$ cat config.mk
export PLATFORM = sky130hd
export DESIGN_NAME = regfile_sequencer
export DESIGN_NICKNAME = d
export VERILOG_FILES = /design/src/rtl/regseq_pkg.sv /design/src/rtl/regseq_alu.sv /design/src/rtl/regfile_sequencer.sv
export SDC_FILE = /design/constraint.sdc
export NUM_CORES = 1
export LEC_CHECK = 0
export ABC_AREA = 1
export CAP_MARGIN = 20
export CORE_UTILIZATION = 41
export CTS_CLUSTER_DIAMETER = 50
export DETAILED_ROUTE_END_ITERATION = 10
export PLACE_DENSITY_LB_ADDON = 0.15
export SYNTH_ARGS = -nofsm -noshare
export SYNTH_HDL_FRONTEND = slang
export SYNTH_SLANG_ARGS = --single-unit
export TNS_END_PERCENT = 10
$ cat constraint.sdc
create_clock -name clk -period 3.5 [get_ports clk]
set_input_delay 0.525 -clock clk [delete_from_list [all_inputs] [get_ports clk]]
set_output_delay 0.525 -clock clk [all_outputs]
set_load 0.005 [all_outputs]
$ cat src/rtl/regseq_pkg.sv
//------------------------------------------------------------------------------
// regseq_pkg : shared widths, instruction field offsets, opcodes, FSM states
// Revision   : 1.0
//------------------------------------------------------------------------------
`default_nettype none

package regseq_pkg;

  localparam int OPW  = 4;
  localparam int IDXW = 4;
  localparam int DW   = 8;
  localparam int IW   = 24;

  localparam int OP_LSB  = 20;
  localparam int RD_LSB  = 16;
  localparam int RA_LSB  = 12;
  localparam int RB_LSB  = 8;
  localparam int IMM_LSB = 0;

  localparam logic [OPW-1:0] OP_LOADI = 4'd0;
  localparam logic [OPW-1:0] OP_ADD   = 4'd1;
  localparam logic [OPW-1:0] OP_SUB   = 4'd2;
  localparam logic [OPW-1:0] OP_AND   = 4'd3;
  localparam logic [OPW-1:0] OP_OR    = 4'd4;
  localparam logic [OPW-1:0] OP_XOR   = 4'd5;
  localparam logic [OPW-1:0] OP_MOV   = 4'd6;
  localparam logic [OPW-1:0] OP_NOP   = 4'd7;

  typedef enum logic [1:0] {
    S_IDLE = 2'd0,
    S_READ = 2'd1,
    S_EXEC = 2'd2,
    S_WB   = 2'd3
  } state_e;

endpackage

`default_nettype wire

$ cat src/rtl/regseq_alu.sv
//------------------------------------------------------------------------------
// regseq_alu : combinational ALU producing result, flags and write/legal info
// Revision   : 1.0
//------------------------------------------------------------------------------
`default_nettype none

module regseq_alu
  import regseq_pkg::*;
(
  input  logic [OPW-1:0] i_op,
  input  logic [DW-1:0]  i_opA,
  input  logic [DW-1:0]  i_opB,
  input  logic [DW-1:0]  i_imm,
  output logic [DW-1:0]  o_result,
  output logic           o_carry,
  output logic           o_zero,
  output logic           o_legal,
  output logic           o_write
);

  logic [DW:0] w_sum;
  logic [DW:0] w_diff;

  assign w_sum  = {1'b0, i_opA} + {1'b0, i_opB};
  // The MSB of the 9-bit difference is set exactly when opA < opB (borrow).
  assign w_diff = {1'b0, i_opA} - {1'b0, i_opB};

  always_comb begin
    o_result = '0;
    o_carry  = 1'b0;
    o_legal  = 1'b1;
    o_write  = 1'b1;
    case (i_op)
      OP_LOADI: o_result = i_imm;
      OP_ADD:   {o_carry, o_result} = w_sum;
      OP_SUB:   {o_carry, o_result} = w_diff;
      OP_AND:   o_result = i_opA & i_opB;
      OP_OR:    o_result = i_opA | i_opB;
      OP_XOR:   o_result = i_opA ^ i_opB;
      OP_MOV:   o_result = i_opA;
      OP_NOP:   o_write  = 1'b0;
      default: begin
        o_legal = 1'b0;
        o_write = 1'b0;
      end
    endcase
    o_zero = (o_result == '0);
  end

endmodule

`default_nettype wire

$ cat src/rtl/regfile_sequencer.sv
//------------------------------------------------------------------------------
// regfile_sequencer : 4-cycle IDLE/READ/EXEC/WB instruction sequencer
// Revision          : 1.0
//------------------------------------------------------------------------------
`default_nettype none

module regfile_sequencer
  import regseq_pkg::*;
(
  input  logic            clk,
  input  logic            rst,
  input  logic            instr_valid,
  output logic            instr_ready,
  input  logic [IW-1:0]   instr,
  output logic [IDXW-1:0] A_sel,
  output logic [IDXW-1:0] B_sel,
  input  logic [DW-1:0]   A,
  input  logic [DW-1:0]   B,
  output logic [IDXW-1:0] replaceSel,
  output logic [DW-1:0]   replaceData,
  output logic            replaceEn,
  output logic            done,
  output logic            err,
  output logic            carry,
  output logic            zero
);

  state_e          r_state;
  state_e          w_nextState;
  logic [OPW-1:0]  r_op;
  logic [IDXW-1:0] r_rd;
  logic [DW-1:0]   r_imm;
  logic [IDXW-1:0] r_aSel;
  logic [IDXW-1:0] r_bSel;
  logic [DW-1:0]   r_opA;
  logic [DW-1:0]   r_opB;
  logic [DW-1:0]   r_result;
  logic [IDXW-1:0] r_replaceSel;
  logic            r_wen;
  logic            r_done;
  logic            r_err;
  logic            r_carry;
  logic            r_zero;

  logic            w_accept;
  logic [DW-1:0]   w_aluResult;
  logic            w_aluCarry;
  logic            w_aluZero;
  logic            w_aluLegal;
  logic            w_aluWrite;

  assign instr_ready = (r_state == S_IDLE) & ~rst;
  assign w_accept    = instr_valid & instr_ready;

  regseq_alu u_alu (
    .i_op     (r_op),
    .i_opA    (r_opA),
    .i_opB    (r_opB),
    .i_imm    (r_imm),
    .o_result (w_aluResult),
    .o_carry  (w_aluCarry),
    .o_zero   (w_aluZero),
    .o_legal  (w_aluLegal),
    .o_write  (w_aluWrite)
  );

  always_ff @(posedge clk) begin
    if (rst) r_state <= S_IDLE;
    else     r_state <= w_nextState;
  end

  always_comb begin
    w_nextState = r_state;
    case (r_state)
      S_IDLE:  if (w_accept) w_nextState = S_READ;
      S_READ:  w_nextState = S_EXEC;
      S_EXEC:  w_nextState = S_WB;
      S_WB:    w_nextState = S_IDLE;
      default: w_nextState = S_IDLE;
    endcase
  end

  always_ff @(posedge clk) begin
    if (rst) begin
      r_op         <= '0;
      r_rd         <= '0;
      r_imm        <= '0;
      r_aSel       <= '0;
      r_bSel       <= '0;
      r_opA        <= '0;
      r_opB        <= '0;
      r_result     <= '0;
      r_replaceSel <= '0;
      r_wen        <= 1'b0;
      r_done       <= 1'b0;
      r_err        <= 1'b0;
      r_carry      <= 1'b0;
      r_zero       <= 1'b0;
    end else begin
      r_wen  <= 1'b0;
      r_done <= 1'b0;
      r_err  <= 1'b0;
      case (r_state)
        S_IDLE: begin
          // Read selects are loaded here so they are already valid throughout READ.
          if (w_accept) begin
            r_op   <= instr[OP_LSB  +: OPW];
            r_rd   <= instr[RD_LSB  +: IDXW];
            r_imm  <= instr[IMM_LSB +: DW];
            r_aSel <= instr[RA_LSB  +: IDXW];
            r_bSel <= instr[RB_LSB  +: IDXW];
          end
        end
        S_READ: begin
          r_opA <= A;
          r_opB <= B;
        end
        S_EXEC: begin
          r_result     <= w_aluResult;
          r_replaceSel <= r_rd;
          r_done       <= 1'b1;
          r_err        <= ~w_aluLegal;
          r_wen        <= w_aluWrite;
          if (w_aluWrite) begin
            r_carry <= w_aluCarry;
            r_zero  <= w_aluZero;
          end
        end
        default: ;
      endcase
    end
  end

  assign A_sel       = r_aSel;
  assign B_sel       = r_bSel;
  assign replaceSel  = r_replaceSel;
  assign replaceData = r_result;
  // A reset arriving during WB must suppress the write at that same edge.
  assign replaceEn   = r_wen & ~rst;
  assign done        = r_done & ~rst;
  assign err         = r_err & ~rst;
  assign carry       = r_carry;
  assign zero        = r_zero;

endmodule

`default_nettype wire

Yosys cells after proc, flatten, opt, wreduce, memory -nomap -nowiden --
Cells that the tools add are included.
Word-level totals: flip-flop bits (word level) 59, bits in latches 0, memory bits (writable) 0, ROM bits 0, input bits 43, output and inout port bits 26, logic and storage cells 54, memories 0
Cells by class: add/sub/neg operators 2, multipliers 0, div/mod/pow operators 0, $lt $le $gt $ge 0, eq/ne operators 11, shift-type cells 0, multiplexer cells 7, bitwise logic cells 11, reduce and logical (&&, ||, !) cells 8
Operators by type and width (count):
- one-hot mux 8 bit (7 select lines) | 1
- equality test 4 x 3 -> 1 bit, second input constant | 4
- adder 8 x 8 -> 9 bit | 1
- subtractor 8 x 8 -> 9 bit | 1
- bitwise AND 8 bit | 1
- equality test 4 x 2 -> 1 bit, second input constant | 2
- logical NOT 8 bit | 1
- OR 8 bit | 1
- one-hot mux 2 bit (4 select lines) | 1
- OR reduction 8 bit | 1
- bitwise XOR 8 bit | 1
- OR reduction 7 bit | 1
- bitwise AND 1 bit | 5
- equality test 2 bit, second input constant | 2
- equality test 4 x 1 -> 1 bit, second input constant | 1
- logical NOT 4 bit | 1
- AND reduction 2 bit | 2
- two-way mux 1 bit | 3
- NOT 1 bit | 3
- equality test 2 x 1 -> 1 bit, second input constant | 1
- logical NOT 2 bit | 1
- two-way mux 2 bit | 1
- inequality test 2 bit, second input constant | 1
- one-hot mux 1 bit (2 select lines) | 1
- OR reduction 2 bit | 1

Longest topological paths before layout --
depth in word-level cells 5, depth in mapped cells 15, gate-level depth less buffers 15

By module --
Synthesis repeated with hierarchy kept, for this count alone.
Second synthesis, totals: cells, all modules 524, area total of the unflattened synthesis 3575.9 um^2
Modules (own cells, without submodules):
- regfile_sequencer | instances 1, cells each 268, area each 2233.4 um^2, seq. area each 1181.1 um^2
- regseq_alu | instances 1, cells each 256, area each 1342.5 um^2, seq. area each 0.0 um^2

Worst setup path after synthesis --
OpenSTA, ideal clock, no wires.
kind reg-to-reg, from reg r_opA[0], to reg r_zero (netlist: zero), setup time 0.066 ns, arrival time 1.810 ns, required time 3.434 ns, path slack 1.624 ns, stages on the path, launching flop included 15, path buffers 0, period minus slack after synthesis 1.876 ns, cells stage by stage dfxtp_1 > inv_1 > ha_1 > fa_1 > inv_1 > nand2_1 > nand2_1 > nand3_1 > nand2_1 > nand2_1 > nand3_1 > nand3_1 > nor2_1 > nand3_1 > a21oi_2
Between the ends: longest elaborated chain between the ends 3, elaborated cells on any way between the ends 7, those cells by class add/sub (2); mux (1); bitwise (3); reduce/logical (1)
Ends and longest elaborated chain:
- start, declared | line regfile_sequencer.sv:35 | logic [DW-1:0] r_opA;
- start signal, assigned | line regfile_sequencer.sv:90 | r_opA <= '0;
- start signal, assigned | line regfile_sequencer.sv:115 | r_opA <= A;
- subtractor 8 x 8 -> 9 bit (tied with other cells) | line regseq_alu.sv:26 | assign w_diff = {1'b0, i_opA} - {1'b0, i_opB};
- one-hot mux 8 bit (7 select lines) * | line regseq_alu.sv:33 | case (i_op)
- logical NOT 8 bit * | line regseq_alu.sv:47 | o_zero = (o_result == '0);
- end signal, assigned | line regfile_sequencer.sv:126 | r_zero <= w_aluZero;
- end, declared | line regfile_sequencer.sv:43 | logic r_zero;
Mark *: on every way between the ends. The rest lies on a longest branch, timed or not. A chain may end at the register's enable or synchronous reset.

Final worst setup path --
from in rst, to out instr_ready
Between the ends: longest elaborated chain between the ends 2
Ends and longest elaborated chain:
- start, declared | line regfile_sequencer.sv:11 | input logic rst,
- NOT 1 bit | line regfile_sequencer.sv:52 | assign instr_ready = (r_state == S_IDLE) & ~rst;
- bitwise AND 1 bit | line regfile_sequencer.sv:52
- end, declared | line regfile_sequencer.sv:13 | output logic instr_ready,
No other way between the ends.

==> flow_summary_export.csv <==
group,metric,value,unit
worst_setup_path,cp-end-kind,"output pin",
worst_setup_path,crit_path_end,"instr_ready",
synth,synth_cell_type_count,27,
worst_setup_path,cp_num_cells,3,
floorplan,core_area,8220,sq um
worst_hold_path,hold_class,"flip-flop to flip-flop",
synth,synth_cells,520,
route,drt-total-wl,9230,microns
floorplan,die_y,94.0,microns
clocking,clkTransAtPathRegs,0.07,ns
cells_and_area,fillers,856,
synth,yosysSeqAreaShare,0.340,
timing,slew_headroom,0.389,
floorplan,die_x,94.0,microns
floorplan,start_util,0.423,
global_routing,grt_pass1_vias,3146,
route,wl_per_cell,13.4,microns
place,dp_slack,0.923,ns
synth,yosysMostFrequentCell,"nand2_1",
timing,maxSlewViolCount,0,
clocking,cts_tree,"yes",
clocking,htree_levels,3,
timing,fin_crit,2.52,ns
worst_setup_path,worstSetupStartpoint,"rst",
clocking,cts_buffers,9,
worst_setup_path,crit_path_frequent_cell,"clkdlybuf4s50_1",
worst_setup_path,worstSetupStartpointType,"input pin",
cells_and_area,drive_gt1_frac,0.0444,
cells_and_area,utilization,0.533,
route,drtAntennaViolNets,0,
clocking,cts_root_buffer,"clkbuf_8",
synth,synth_ff_type,"dfxtp_1",
power_and_ir_drop,power_density,677,nW/um^2
power_and_ir_drop,p_leak,2.02,nW
timing,tns,0,ns
worst_setup_path,reg2reg_to,"zero$_SDFFE_PP0P_",
worst_setup_path,crit_family,"buffers and inverters",
cells_and_area,fin_nets,653,
route,viasPerCell,4.98,
outcome,status,"finished, final reports clean",
timing,max_freq,0.396,GHz
synth,synthAdderAreaFrac,0.107,
job,maxCapViolCount,0,
synth,syn-num-nets,592,
floorplan,io_pins,69,
synth,syn_area,3470,sq um
synth,ys_seq_elements,59,
synth,yosys.area.top_type,"dfxtp_1",
synth,synth_edf_count,0,
cells_and_area,fin_cells,690,
timing,skew,0.00826,ns
timing,rsz0062_at_grt,"no",
global_routing,overflow,0,
synth,synth_xor_area_frac,0,
worst_setup_path,worstPathMaxFanout,13,
timing,max_slew.worst_pin.slew,0.916,ns
place,hpwlAfterDp,6820,microns
route,first_pass_iters,4,
synth,synth_compound_area_frac,0.111,
synth,async_flop_share,0,
timing,layout_setup_ws,0.978,ns
clocking,post_cts_buffers,0,
synth,muxShareOfSynthArea,0,
route,vias,3433,
clocking,clockBufferDepth,2,
place,io_buffers,68,
synth,yosys_warnings,0,
clocking,cts_resized,0,
worst_setup_path,crit_slowest_cell,"clkdlybuf4s50_1",
worst_setup_path,arrival,2.00,ns
timing,fin_crit_sh,0.721,
timing,setup_viol,0,
synth,ys_top_cells_by_count,"nand2_1, nand3_1, inv_1, dfxtp_1, nor2_1",
timing,timing.hold.ws,0.455,ns
worst_setup_path,ff2ff_path_depth,14,
global_routing,grt_pass1_wl,15200,microns
global_routing,antenna_found_initial,0,
clocking,cts_sinks,59,
timing,hold_viol,0,
global_routing,grt_max_degree,36,
worst_setup_path,crit_buf_inv,2,
worst_setup_path,worstSetupPathType,"input pin to output pin",
synth,syn-mean-instance-area,6.68,sq um
floorplan,num_rows,33,
synth,synth_top_cell_area_share,0.340,
clocking,postCtsHoldBufs,0,
synth,synth_top_family_by_area,"simple AND/OR/NAND/NOR gates",
place,dp_cells,675,
synth,synth-simple-area-share,0.332,
global_routing,grt_usage,0.227,
worst_setup_path,worstPathCellList,"clkdlybuf4s50_1 -> nor2_1 -> clkdlybuf4s50_1",
route,drcViolationCount,0,
place,gp_congestion,0.861,
cells_and_area,antennaDiodeCount,0,
worst_setup_path,r2r_slack,1.26,ns
route,drtIter0Drc,153,
worst_hold_path,hold-path-cell-count,2,
worst_setup_path,crit_required,2.97,ns
clocking,clock_latency,0.35,ns
worst_setup_path,r2r-start,"r_opA[0]$_SDFFE_PP0N_",
power_and_ir_drop,vdd_drop_max,0.262,mV
worst_setup_path,max_stage_delay,0.65,ns
cells_and_area,area_delta_synth_final,26.2,%
floorplan,dieArea,8840,sq um
synth,synth_area_leaders,"dfxtp_1, nand2_1, nand3_1",
-- layout make-up --
class / count / area [sq um] / share of cell area
Clock buffer: 10 / 138 / 0.0314
Clock inverter: 5 / 53.8 / 0.0123
Inverter: 69 / 259 / 0.0591
Multi-Input combinational cell: 370 / 1910 / 0.436
Sequential cell: 59 / 1180 / 0.269
Tap cell: 105 / 131 / 0.0300
Timing Repair Buffer: 72 / 711 / 0.162
-- flip-flops by register name, summed over array words and instances, names as in the netlist, 2 cells and up --
| name | count |
|---|---|
| r_rd | 4 |
| r_imm | 8 |
| r_op | 4 |
| A_sel | 4 |
| B_sel | 4 |
| replaceSel | 4 |
| replaceData | 8 |
| r_state | 2 |
| r_opA | 8 |
| r_opB | 8 |
-- logic make-up after synthesis --
group                      after synthesis
and+or+nand+nor                        266
AOI/OAI and AO/OA                       75
adders and majority gates               29
DFF                                     59
buffers and inverters                   91
-- power breakdown --
group	total (mW)	internal (mW)	switching (mW)
combinational	1.41	0.519	0.887
sequential	0.936	0.829	0.107
clock	0.626	0.341	0.285
total	2.97	1.69	1.28
-- worst min-delay path by stage --
stage	from	end	slack, ns
after global routing	B_sel[2]$_SDFFE_PP0P_	B_sel[2]$_SDFFE_PP0P_	0.49
after global placement	r_rd[0]$_SDFFE_PP0P_	replaceSel[0]$_SDFFE_PP0P_	0.45
after floorplan	r_imm[6]$_SDFFE_PP0P_	r_imm[6]$_SDFFE_PP0P_	0.43
after detailed placement	r_rd[0]$_SDFFE_PP0P_	replaceSel[0]$_SDFFE_PP0P_	0.45
after CTS	r_rd[0]$_SDFFE_PP0P_	replaceSel[0]$_SDFFE_PP0P_	0.45
final	r_rd[0]$_SDFFE_PP0P_	replaceSel[0]$_SDFFE_PP0P_	0.46
-- layout by cell type (no fill, tap or decap), types with 2 or more instances in the layout --
cell type        netlist  routed
a21oi_1               38      38
buf_4                  0       4
clkbuf_8               2      10
clkdlybuf4s50_1        0      68
clkinv_2               0       3
dfxtp_1               59      59
ha_1                  28      28
inv_1                 68      68
nand2_1              123     123
nand3_1               87      87
nand3b_1               4       4
nand4_1                3       3
nor2_1                41      41
nor2_2                 2       2
nor3_1                 2       2
o21ai_0               33      33
-- routing by layer --
| layer | vias to the layer above | track usage | wire, microns |
|---|---|---|---|
| met1 | 1567 | 0.299 | 4280 |
| met2 | 67 | 0.375 | 4320 |
| met3 | 7 | 0.0332 | 539 |
| met5 | - | 0 | 0 |
| li1 | 1792 | - | - |
| met4 | 0 | 0.0808 | 87 |
-- worst register-to-register path, stage by stage (launching register included) --
cell     delay (ns)
dfxtp_1        0.38
inv_1          0.09
ha_1           0.23
fa_1           0.42
inv_1          0.07
nand2_1        0.08
nand2_1        0.10
nand3_1        0.12
nand2_1        0.11
nand2_1        0.05
nand3_1        0.08
nand3_1        0.10
nor2_1         0.11
nand3_1        0.10
a21oi_2        0.12
-- stage by stage --
step	area (sq um)	power (mW)
2_1_floorplan	3470	1.93
3_3_place_gp	4190	2.33
3_5_place_dp	4190	2.36
4_1_cts	4380	2.99
5_1_grt	4380	3.22
6_report	4380	2.97
Note: power is estimated with default switching activity, not from simulation.
